File: config.mk
export PLATFORM = sky130hd
export DESIGN_NAME = pipe_hazard_ctrl_flat
export DESIGN_NICKNAME = d
export VERILOG_FILES = /design/src/rtl/pipe_hazard_ctrl_if.sv /design/src/rtl/pipe_hazard_ctrl.sv /design/src/flat_wrapper.sv
export SDC_FILE = /design/constraint.sdc
export NUM_CORES = 1
export LEC_CHECK = 0
export CORE_UTILIZATION = 45
export CTS_CLUSTER_DIAMETER = 80
export CTS_CLUSTER_SIZE = 40
export DETAILED_ROUTE_END_ITERATION = 10
export GPL_ROUTABILITY_DRIVEN = 0
export PLACE_DENSITY = 0.85
export SKIP_LAST_GASP = 1
export SYNTH_ARGS = -nofsm -noshare
export SYNTH_HDL_FRONTEND = slang
export SYNTH_SLANG_ARGS = --single-unit
File: constraint.sdc
create_clock -name sys_clock -period 2.14 [get_ports sys_clock]
set_input_delay 0.321 -clock sys_clock [delete_from_list [all_inputs] [get_ports sys_clock]]
set_output_delay 0.321 -clock sys_clock [all_outputs]
set_load 0.005 [all_outputs]
File: src/rtl/pipe_hazard_ctrl_if.sv
// pipe_hazard_ctrl_if: ID-stage hazard info, print handshake and control outputs of the hazard controller.
interface pipe_hazard_ctrl_if #(
    parameter int REG_ADDR_W = 5,
    parameter int CNT_W = 16
);
    logic                  id_valid;
    logic [REG_ADDR_W-1:0] s_id_rs1;
    logic [REG_ADDR_W-1:0] s_id_rs2;
    logic                  s_id_uses_rs1;
    logic                  s_id_uses_rs2;
    logic [REG_ADDR_W-1:0] s_id_rd;
    logic                  s_id_RegWrite;
    logic                  s_id_IsLoad;
    logic                  s_id_PrintValue;
    logic                  print_ready;
    logic                  stall_if_id;
    logic                  bubble_ex;
    logic                  freeze_all;
    logic                  print_valid;
    logic [1:0]            r_ex_fwd_rs1_sel;
    logic [1:0]            r_ex_fwd_rs2_sel;
    logic [CNT_W-1:0]      stall_count;

    modport master (
        output id_valid, s_id_rs1, s_id_rs2, s_id_uses_rs1, s_id_uses_rs2, s_id_rd,
               s_id_RegWrite, s_id_IsLoad, s_id_PrintValue, print_ready,
        input  stall_if_id, bubble_ex, freeze_all, print_valid,
               r_ex_fwd_rs1_sel, r_ex_fwd_rs2_sel, stall_count
    );

    modport slave (
        input  id_valid, s_id_rs1, s_id_rs2, s_id_uses_rs1, s_id_uses_rs2, s_id_rd,
               s_id_RegWrite, s_id_IsLoad, s_id_PrintValue, print_ready,
        output stall_if_id, bubble_ex, freeze_all, print_valid,
               r_ex_fwd_rs1_sel, r_ex_fwd_rs2_sel, stall_count
    );
endinterface

File: src/rtl/pipe_hazard_ctrl.sv
// pipe_hazard_ctrl: EX/MEM destination tracking, operand forwarding select, load-use stall
// and whole-pipeline freeze while the print sink back-pressures.
module pipe_hazard_ctrl #(
    parameter int REG_ADDR_W = 5,
    parameter int CNT_W = 16
) (
    input logic sys_clock,
    input logic reset,
    pipe_hazard_ctrl_if.slave bus
);
    typedef enum logic {RUN, PRINT_WAIT} state_t;
    state_t state;
    logic ex_valid, ex_rw, ex_ld, ex_pv;
    logic mem_valid, mem_rw, mem_pv;
    logic [REG_ADDR_W-1:0] ex_rd, mem_rd;
    logic m_ex1, m_ex2, m_mem1, m_mem2, lu, pv, frz, bub;
    logic [1:0] sel1, sel2, fwd1, fwd2;
    logic [CNT_W-1:0] cnt;

    assign m_ex1  = ex_valid & ex_rw & (ex_rd == bus.s_id_rs1) & (bus.s_id_rs1 != '0) & bus.s_id_uses_rs1;
    assign m_ex2  = ex_valid & ex_rw & (ex_rd == bus.s_id_rs2) & (bus.s_id_rs2 != '0) & bus.s_id_uses_rs2;
    assign m_mem1 = mem_valid & mem_rw & (mem_rd == bus.s_id_rs1) & (bus.s_id_rs1 != '0) & bus.s_id_uses_rs1;
    assign m_mem2 = mem_valid & mem_rw & (mem_rd == bus.s_id_rs2) & (bus.s_id_rs2 != '0) & bus.s_id_uses_rs2;
    assign lu  = bus.id_valid & (m_ex1 | m_ex2) & ex_ld;
    assign pv  = (state == PRINT_WAIT) | (mem_valid & mem_pv);
    assign frz = pv & ~bus.print_ready;
    assign bub = lu & ~frz;
    // A load in EX cannot forward yet; once it reaches MEM the MEM/WB path supplies it.
    assign sel1 = (m_ex1 & ~ex_ld) ? 2'd1 : m_mem1 ? 2'd2 : 2'd0;
    assign sel2 = (m_ex2 & ~ex_ld) ? 2'd1 : m_mem2 ? 2'd2 : 2'd0;

    assign bus.stall_if_id      = bub;
    assign bus.bubble_ex        = bub;
    assign bus.freeze_all       = frz;
    assign bus.print_valid      = pv;
    assign bus.r_ex_fwd_rs1_sel = fwd1;
    assign bus.r_ex_fwd_rs2_sel = fwd2;
    assign bus.stall_count      = cnt;

    always_ff @(posedge sys_clock or posedge reset) begin
        if (reset) begin
            state     <= RUN;
            ex_valid  <= 1'b0;
            ex_rw     <= 1'b0;
            ex_ld     <= 1'b0;
            ex_pv     <= 1'b0;
            ex_rd     <= '0;
            mem_valid <= 1'b0;
            mem_rw    <= 1'b0;
            mem_pv    <= 1'b0;
            mem_rd    <= '0;
            fwd1      <= 2'd0;
            fwd2      <= 2'd0;
            cnt       <= '0;
        end else begin
            state <= frz ? PRINT_WAIT : RUN;
            if (!frz) begin
                ex_valid  <= bus.id_valid & ~bub;
                ex_rw     <= bus.s_id_RegWrite;
                ex_ld     <= bus.s_id_IsLoad;
                ex_pv     <= bus.s_id_PrintValue;
                ex_rd     <= bus.s_id_rd;
                mem_valid <= ex_valid;
                mem_rw    <= ex_rw;
                mem_pv    <= ex_pv;
                mem_rd    <= ex_rd;
                fwd1      <= bub ? 2'd0 : sel1;
                fwd2      <= bub ? 2'd0 : sel2;
            end
            if ((bub | frz) && cnt != '1)
                cnt <= cnt + 1'b1;
        end
    end
endmodule

File: src/flat_wrapper.sv
// flat-port wrapper written by rule: the top's interface ports become plain ports
module pipe_hazard_ctrl_flat 
#(
    parameter int REG_ADDR_W = 5,
    parameter int CNT_W = 16
)
  (sys_clock, reset, bus_id_valid, bus_s_id_rs1, bus_s_id_rs2, bus_s_id_uses_rs1, bus_s_id_uses_rs2, bus_s_id_rd, bus_s_id_RegWrite, bus_s_id_IsLoad, bus_s_id_PrintValue, bus_print_ready, bus_stall_if_id, bus_bubble_ex, bus_freeze_all, bus_print_valid, bus_r_ex_fwd_rs1_sel, bus_r_ex_fwd_rs2_sel, bus_stall_count);
  pipe_hazard_ctrl_if #(.REG_ADDR_W(REG_ADDR_W), .CNT_W(CNT_W)) bus_i ();
  input logic sys_clock;
  input logic reset;
  input wire logic [$bits(bus_i.id_valid)-1:0] bus_id_valid;
  input wire logic [$bits(bus_i.s_id_rs1)-1:0] bus_s_id_rs1;
  input wire logic [$bits(bus_i.s_id_rs2)-1:0] bus_s_id_rs2;
  input wire logic [$bits(bus_i.s_id_uses_rs1)-1:0] bus_s_id_uses_rs1;
  input wire logic [$bits(bus_i.s_id_uses_rs2)-1:0] bus_s_id_uses_rs2;
  input wire logic [$bits(bus_i.s_id_rd)-1:0] bus_s_id_rd;
  input wire logic [$bits(bus_i.s_id_RegWrite)-1:0] bus_s_id_RegWrite;
  input wire logic [$bits(bus_i.s_id_IsLoad)-1:0] bus_s_id_IsLoad;
  input wire logic [$bits(bus_i.s_id_PrintValue)-1:0] bus_s_id_PrintValue;
  input wire logic [$bits(bus_i.print_ready)-1:0] bus_print_ready;
  output wire logic [$bits(bus_i.stall_if_id)-1:0] bus_stall_if_id;
  output wire logic [$bits(bus_i.bubble_ex)-1:0] bus_bubble_ex;
  output wire logic [$bits(bus_i.freeze_all)-1:0] bus_freeze_all;
  output wire logic [$bits(bus_i.print_valid)-1:0] bus_print_valid;
  output wire logic [$bits(bus_i.r_ex_fwd_rs1_sel)-1:0] bus_r_ex_fwd_rs1_sel;
  output wire logic [$bits(bus_i.r_ex_fwd_rs2_sel)-1:0] bus_r_ex_fwd_rs2_sel;
  output wire logic [$bits(bus_i.stall_count)-1:0] bus_stall_count;
  assign bus_i.id_valid = bus_id_valid;
  assign bus_i.s_id_rs1 = bus_s_id_rs1;
  assign bus_i.s_id_rs2 = bus_s_id_rs2;
  assign bus_i.s_id_uses_rs1 = bus_s_id_uses_rs1;
  assign bus_i.s_id_uses_rs2 = bus_s_id_uses_rs2;
  assign bus_i.s_id_rd = bus_s_id_rd;
  assign bus_i.s_id_RegWrite = bus_s_id_RegWrite;
  assign bus_i.s_id_IsLoad = bus_s_id_IsLoad;
  assign bus_i.s_id_PrintValue = bus_s_id_PrintValue;
  assign bus_i.print_ready = bus_print_ready;
  assign bus_stall_if_id = bus_i.stall_if_id;
  assign bus_bubble_ex = bus_i.bubble_ex;
  assign bus_freeze_all = bus_i.freeze_all;
  assign bus_print_valid = bus_i.print_valid;
  assign bus_r_ex_fwd_rs1_sel = bus_i.r_ex_fwd_rs1_sel;
  assign bus_r_ex_fwd_rs2_sel = bus_i.r_ex_fwd_rs2_sel;
  assign bus_stall_count = bus_i.stall_count;
  pipe_hazard_ctrl #(.REG_ADDR_W(REG_ADDR_W), .CNT_W(CNT_W)) u_core (.sys_clock(sys_clock), .reset(reset), .bus(bus_i));
endmodule
==> flow_summary_export.csv, run 1 <==
group,metric,value,unit
outcome,status,"finished, final reports clean",
power_and_ir_drop,power_frac_clock,17.0,%
routing,firstDrtPassIters,5,
floorplan,die_w,69.6,um
sta,setup_slack,0.0121,ns
clock_network,cts.sinks,38,
setup_path,worst_ep_required_time,2.32,ns
power_and_ir_drop,power.density,971,nW/um2
sta,hold_slack,0.444,ns
setup_path,cp-start-kind,"flop",
power_and_ir_drop,combPwrFrac,39.5,%
clock_network,htreeDepth,2,
floorplan,core_area,4380,um2
clock_network,clockBufferDepth,2,
setup_path,path_class,"reg -> reg",
grt,grt_pass1_wl,8080,um
final_layout,nNetsFinal,313,
clock_network,tritoncts,"done",
sta,slew_headroom,68.6,%
power_and_ir_drop,switching_share,37.3,%
floorplan,die_area,4840,um2
setup_path,reg2reg_slack,0.01,ns
hold_path,hp-class,"in -> async",
clock_network,insertion_delay,0.29,ns
grt,first_global_vias,1679,
grt,grt_start_max_net_pins,39,
power_and_ir_drop,totalPowerFinal,2.80,mW
yosys,avgSynthCellArea,9.52,um2
power_and_ir_drop,max-vdd-ir-drop,0.683,mV
final_layout,layout-drive-gt1-share,19.8,%
yosys,yosys_warnings,0,
sta,slew_violations,0,
power_and_ir_drop,switchingPower,1.04,mW
routing,wl_per_cell,14.3,um
yosys,synth.distinct_cells,36,
grt,grt_overflow_total,0,
clock_network,cts-root-buf,"clkbuf_8",
routing,viasPerCell,5.24,
routing,via_count,1780,
routing,postRouteAntennaNets,0,
yosys,synth_nets,241,
floorplan,rows,24,
place,hpwlAfterDp,3360,um
setup_path,r2r_start,"u_core.ex_rd[3]$_DFFE_PP0N_",
place,io_buffers,47,
sta,hold_viol,0,
power_and_ir_drop,power.leakage,1.28,nW
sta,clock_skew,0.00649,ns
sta,setup_viol,0,
floorplan,ioPinCount,48,
setup_path,regToRegEndpoint,"u_core.bus.stall_count[14]$_DFFE_PP0P_",
setup_path,critical_path_peak_fanout,16,
clock_network,clk_pin_slew,0.07,ns
setup_path,worst-r2r-cell-count,7,
floorplan,die_h,69.6,um
routing,drc_errors,0,
yosys,synthTopCellsByArea,"dfrtp_1 46%, nand2_1 13%, xor2_1 7.7%",
routing,drt-initial-drc-count,140,
routing,wirelength,4850,um
yosys,synth_top_area_share,46.3,%
clock_network,cts_buffers,5,
final_layout,fillers,342,
power_and_ir_drop,p_seq_share,43.5,%
grt,antenna_found_initial,0,
sta,fmax,470,MHz
setup_path,crit_path_end_kind,"flop",
setup_path,arrival,2.31,ns
final_layout,antenna_cells,0,
final_layout,syn2layout_area_growth,40.2,%
floorplan,floorplan.initialDensity,46.9,%
sta,layout_min_cycle_time,2.13,ns
sta,tns,0,ns
sta,period_share,99.4,%
power_and_ir_drop,p_int,1.75,mW
place,dpl_worst_slack,-0.506,ns
grt,grt_usage,21.2,%
yosys,synth_seq_cells,38,
yosys,syn-instance-count,216,
clock_network,cts.hold.buffers_added,0,
flow_run,max-cap-violations,0,
yosys,synthesis.area,2060,um2
sta,worst-slew-pin-transition,0.471,ns
yosys,seq_area_frac_synth,46.3,%
sta,rsz0062_at_grt,"true",
yosys,yosys.area.top_type,"dfrtp_1",
## power groups by stage
stage	logic (mW)	registers [mW]	clock network [mW]
floorplan	0.597	1.16	0
global placement	1.02	1.21	0
detailed placement	1.05	1.22	0
CTS	1.08	1.21	0.483
global route	1.22	1.25	0.521
finish	1.11	1.22	0.476
## cells in the final DEF (no fill, tap or decap), types with 2 or more instances in the layout
cell type        netlist  final
clkdlybuf4s50_1        0     35
a21oi_1                6      6
nor4_4                 0      2
mux2_4                 2      2
xnor2_1               14     13
clkdlybuf4s15_1        0      3
o21ai_4                0      2
nand4_1                2      2
xor2_1                18     18
and3_1                 4      4
nor2_1                 3      2
buf_4                  1     26
or4_4                  0      2
nand3_1                9      9
nand2_1               70     70
nor3_1                 2      2
nand2b_1               3      3
o41ai_1                2      2
inv_1                  3      3
clkbuf_8               1      5
o31ai_1                2      2
a211oi_2               4      3
a211oi_1               5      5
dfrtp_1               38     37
a21oi_2                2      2
buf_2                  0      2
dlymetal6s2s_1         0      2
dlygate4sd2_1          0      5
## per-layer routing
metal	part of all wire (%)	vias up	routed length (um)	GRT usage (%)
met1	45	845	2160	29.2
met2	49	59	2370	33.4
met5	0	-	0	0
li1	-	865	-	-
met3	4.5	11	216	4.07
met4	2.0	0	95	7.26
## through the flow
stage                     utilization [%]  std cells  instance area, um2
final                                65.8        340                2880
after CTS                            64.5        338                2830
after floorplan                         -        216                2060
after global placement               61.8        329                2710
after global routing                 65.8        340                2880
after detailed placement             61.8        329                2710
## registers in the layout, summed over array words and instances, names as in the netlist
signal and flops:
u_core.bus.r_ex_fwd_rs1_sel 2, u_core.state 1, u_core.bus.r_ex_fwd_rs2_sel 2, u_core.mem_valid 1
u_core.ex_pv 1, u_core.ex_rw 1, u_core.mem_rw 1, u_core.mem_rd 5
u_core.mem_pv 1, u_core.bus.stall_count 16, u_core.ex_rd 5, u_core.ex_ld 1
u_core.ex_valid 1
## cells in the mapped netlist (all sizes together)
master,n
nand2,70
dfrtp,38
xor2,18
xnor2,14
a211oi,9
nand3,9
a21oi,8
clkbuf,7
and3,4
or4,4
inv,3
nand2b,3
nor2,3
buf,2
mux2,2
nand4,2
nor3,2
nor4,2
o21ai,2
o31ai,2
o41ai,2
a2111oi,1
a2bb2oi,1
a31o,1
and4,1
clkinv,1
ha,1
mux2i,1
nor2b,1
o211ai,1
or2,1
## logic make-up after synthesis
family | count (synthesis) | synth area share, %
flip-flops | 38 | 46.3
AO/OA/AOI/OAI | 27 | 11.6
AND/OR/NAND/NOR | 102 | 22.5
buffers and inverters | 13 | 3.41
adder cells (fa/ha/maj) | 1 | 0.609
multiplexers | 3 | 1.95
XOR/XNOR | 32 | 13.6
## worst max path at each step
stage | depth (start not counted) | from | end
finish | 7 | u_core.ex_rd[3]$_DFFE_PP0N_ | u_core.bus.stall_count[14]$_DFFE_PP0P_
global route | 6 | u_core.ex_rd[3]$_DFFE_PP0N_ | bus_stall_if_id
CTS | 8 | bus_s_id_rs1[4] | u_core.bus.stall_count[14]$_DFFE_PP0P_
detailed placement | 7 | bus_s_id_rs2[1] | bus_bubble_ex
global placement | 7 | bus_s_id_rs2[1] | bus_stall_if_id
floorplan | 7 | bus_s_id_rs2[0] | bus_stall_if_id
## timing repair
action                                  in CTS  in global routing
pin swaps                                    9                 14
resized for setup                           25                  8
endpoints found under the setup margin      17                 13
setup buffers                                2                  2
## final cells by class
cell class	count	area [um2]	area share, %
tap	52	65.1	2.26
timing repair buffer	74	666	23.1
inverter	4	15.0	0.521
clock buffer	6	72.6	2.52
sequential	38	952	33.0
multi-input combinational	165	1100	38.3
clock inverter	1	7.51	0.260
## critical path, cell delays in order (launching register included)
cell and delay [ns]:
dfrtp_1 0.43, xnor2_1 0.21, nand2_1 0.16, nor4_4 0.33, o211ai_4 0.12, buf_6 0.19, a211oi_4 0.25, mux2_4 0.31
Power figures use the tool's default switching activity.
==> inputs of run 2 (changes only) <==
SLEW_MARGIN = 20   (was unset)
==> results of run 2 <==
No change in the layout: final DEF, timing and power equal those of run 1.
==> inputs of run 3 (changes only) <==
ABC_AREA = 1   (was unset)
CORE_UTILIZATION = 46   (was 45)
RECOVER_POWER = 50   (was unset)
==> run 3 against run 2 <==
Highest routed layer unchanged; the run now ends with design-rule violations left; critical endpoint is now bus_stall_if_id; worst hold slack improved by 0.014 ns; sequential share of layout area fell by 0.16 points; sequential cell count did not move; sequential power fell by 9.8%; count of clock-buffer cells in the layout rose by 1; utilization fell by 1.1 points; critical path type is now in -> out.
==> flow_summary_export.csv, run 3 <==
group,metric,value,unit
outcome,status,"finished with violations",
outcome,violations,"design-rule violations",
yosys,avgSynthCellArea,7.28,um2
yosys,synthesis.area,2210,um2
power_and_ir_drop,power.density,860,nW/um2
hold_path,hp-class,"reg -> reg",
yosys,synth_edf_count,0,
routing,drt-initial-drc-count,178,
yosys,yosys_warnings,0,
final_layout,largest_reg_flops,16,
final_layout,regArea,951,um2
floorplan,die_w,71.3,um
yosys,yosys.area.top_type,"dfrtp_1",
floorplan,ioPinCount,48,
final_layout,syn2layout_area_growth,31.1,%
clock_network,cts.hold.buffers_added,0,
power_and_ir_drop,power.leakage,1.48,nW
setup_path,crit_path_end_kind,"output port",
flow_run,max-cap-violations,0,
sta,setup_viol,0,
routing,firstDrtPassIters,8,
yosys,synth_top_area_share,43.1,%
final_layout,nNetsFinal,384,
clock_network,cts.sinks,38,
routing,wirelength,5260,um
grt,antenna_found_initial,0,
final_layout,antenna_cells,0,
clock_network,postCtsSetupRepairBufs,0,
sta,fmax,485,MHz
clock_network,cts_buffers,5,
yosys,seq_area_frac_synth,43.1,%
floorplan,rows,24,
floorplan,die_area,5080,um2
power_and_ir_drop,max-vdd-ir-drop,0.546,mV
sta,tns,0,ns
sta,setup_slack,0.0776,ns
sta,hold_viol,0,
grt,grt_usage,22.5,%
clock_network,tritoncts,"done",
floorplan,die_h,71.3,um
final_layout,final_cell_mix,"116 x nand2_1, 38 x dfrtp_1, 35 x clkdlybuf4s50_1",
clock_network,cts-root-buf,"clkbuf_8",
final_layout,final_common_cell,"nand2_1",
final_layout,fillers,383,
final_layout,finish.utilization,64.7,%
final_layout,multi_input_area,1100,um2
clock_network,insertion_delay,0.29,ns
sta,worst-slew-pin-transition,0.925,ns
yosys,synth_seq_cells,38,
final_layout,fin_cells,412,
place,hpwlAfterDp,3780,um
setup_path,critical_path_peak_fanout,3,
yosys,async_flop_share,100,%
yosys,synth_nets,328,
routing,wl_per_cell,12.8,um
final_layout,layout-drive-gt1-share,9.17,%
sta,layout_min_cycle_time,2.06,ns
clock_network,clk_pin_slew,0.07,ns
clock_network,clockBufferDepth,2,
routing,postRouteAntennaNets,0,
yosys,synth_top_cells_by_count,"116 x nand2_1, 38 x dfrtp_1, 29 x nand3_1",
floorplan,floorplan.initialDensity,49.3,%
yosys,synth.most_common_cell,"nand2_1",
routing,via_count,2050,
setup_path,path_class,"in -> out",
grt,first_global_vias,1972,
yosys,synth.distinct_cells,28,
grt,grt_pass1_wl,8890,um
grt,grt_start_max_net_pins,39,
setup_path,cp-start-kind,"input port",
clock_network,htreeDepth,2,
setup_path,worst_ep_required_time,1.82,ns
routing,viasPerCell,4.98,
sta,clock_skew,0.00848,ns
place,dpl_worst_slack,-0.278,ns
yosys,syn-instance-count,303,
setup_path,arrival,1.74,ns
sta,slew_violations,0,
place,io_buffers,47,
sta,hold_slack,0.459,ns
sta,period_share,96.4,%
routing,drc_errors,4,
sta,rsz0062_at_grt,"true",
yosys,synth_flop_cell,"dfrtp_1",
floorplan,core_area,4470,um2
place,place_inst,404,
yosys,synthTopCellsByArea,"dfrtp_1 43%, nand2_1 20%, nand3_1 6.6%",
sta,slew_headroom,38.3,%
grt,grt_overflow_total,0,
[run 3: cell types whose count changed after synthesis, sizes merged, moves of 6 or more]
cell    before  now
a211oi       9    0
xor2        18   12
inv          3   33
nor3         2    9
nand3        9   29
o21ai        2    9
nor2         3   21
nand2       70  120
[run 3: critical path: stages]
cell and delay [ns]:
clkdlybuf4s50_1 0.46, or2_1 0.24, nor2_1 0.13, nor2_1 0.07, nand2_1 0.08, nand2_2 0.07
nand2_4 0.06, nor2_2 0.04, dlygate4sd2_1 0.27
[run 3: logic make-up after synthesis]
kind of cell | count (synthesis) | synth area share (%)
compound gates | 17 | 4.37
simple gates | 184 | 35.5
flops | 38 | 43.1
fa+ha+maj | 1 | 0.567
xor+xnor | 22 | 8.73
buf+inv | 41 | 7.71
[run 3: repair_timing]
item                                    CTS  global route
pin swaps                                 1             2
resized for setup                         4             7
endpoints found under the setup margin    2             2
cloned                                    0             0
[run 3: layout make-up]
| class | instances | share of cell area, % |
|---|---|---|
| Sequential cell | 38 | 32.9 |
| Multi-Input combinational cell | 224 | 37.9 |
| Clock inverter | 1 | 0.173 |
| Timing Repair Buffer | 57 | 19.6 |
| Tap cell | 52 | 2.25 |
| Inverter | 33 | 4.28 |
| Clock buffer | 7 | 2.98 |
[run 3: stage by stage]
step / power [mW] / area [um2]
2_1_floorplan: 1.62 / 2210
3_3_place_gp: 1.96 / 2780
3_5_place_dp: 2.00 / 2780
4_1_cts: 2.52 / 2880
5_1_grt: 2.68 / 2890
6_report: 2.49 / 2890
[run 3: final timing paths]
path | startpoint | endpoint | slack (ns) | cells past startpoint
max | bus_s_id_rs2[0] | bus_stall_if_id | 0.08 | 9
min | u_core.ex_pv$_DFFE_PP0N_ | u_core.mem_pv$_DFFE_PP0N_ | 0.46 | 2
max reg2reg | u_core.mem_pv$_DFFE_PP0N_ | u_core.bus.stall_count[9]$_DFFE_PP0P_ | 0.25 | 9
min reg2reg | u_core.ex_pv$_DFFE_PP0N_ | u_core.mem_pv$_DFFE_PP0N_ | 0.46 | 2
max in group asynchronous | reset | u_core.bus.r_ex_fwd_rs2_sel[1]$_DFFE_PP0N_ | 0.82 | 3
min in group asynchronous | reset | u_core.mem_valid$_DFFE_PP0N_ | 0.75 | 3
[run 3: metal layers]
| layer | GRT usage [%] | vias to the layer above | share of wire [%] |
|---|---|---|---|
| met5 | 0 | - | 0 |
| met4 | 6.67 | 0 | 0.80 |
| met3 | 4.50 | 6 | 5.4 |
| met2 | 38.1 | 57 | 49 |
| met1 | 29.2 | 937 | 44 |
| li1 | - | 1050 | - |
[run 3: where the power goes]
group / internal [mW] / switching [mW] / total, mW
Combinational: 0.412 / 0.477 / 0.888
Clock: 0.260 / 0.242 / 0.501
Sequential: 0.904 / 0.193 / 1.10
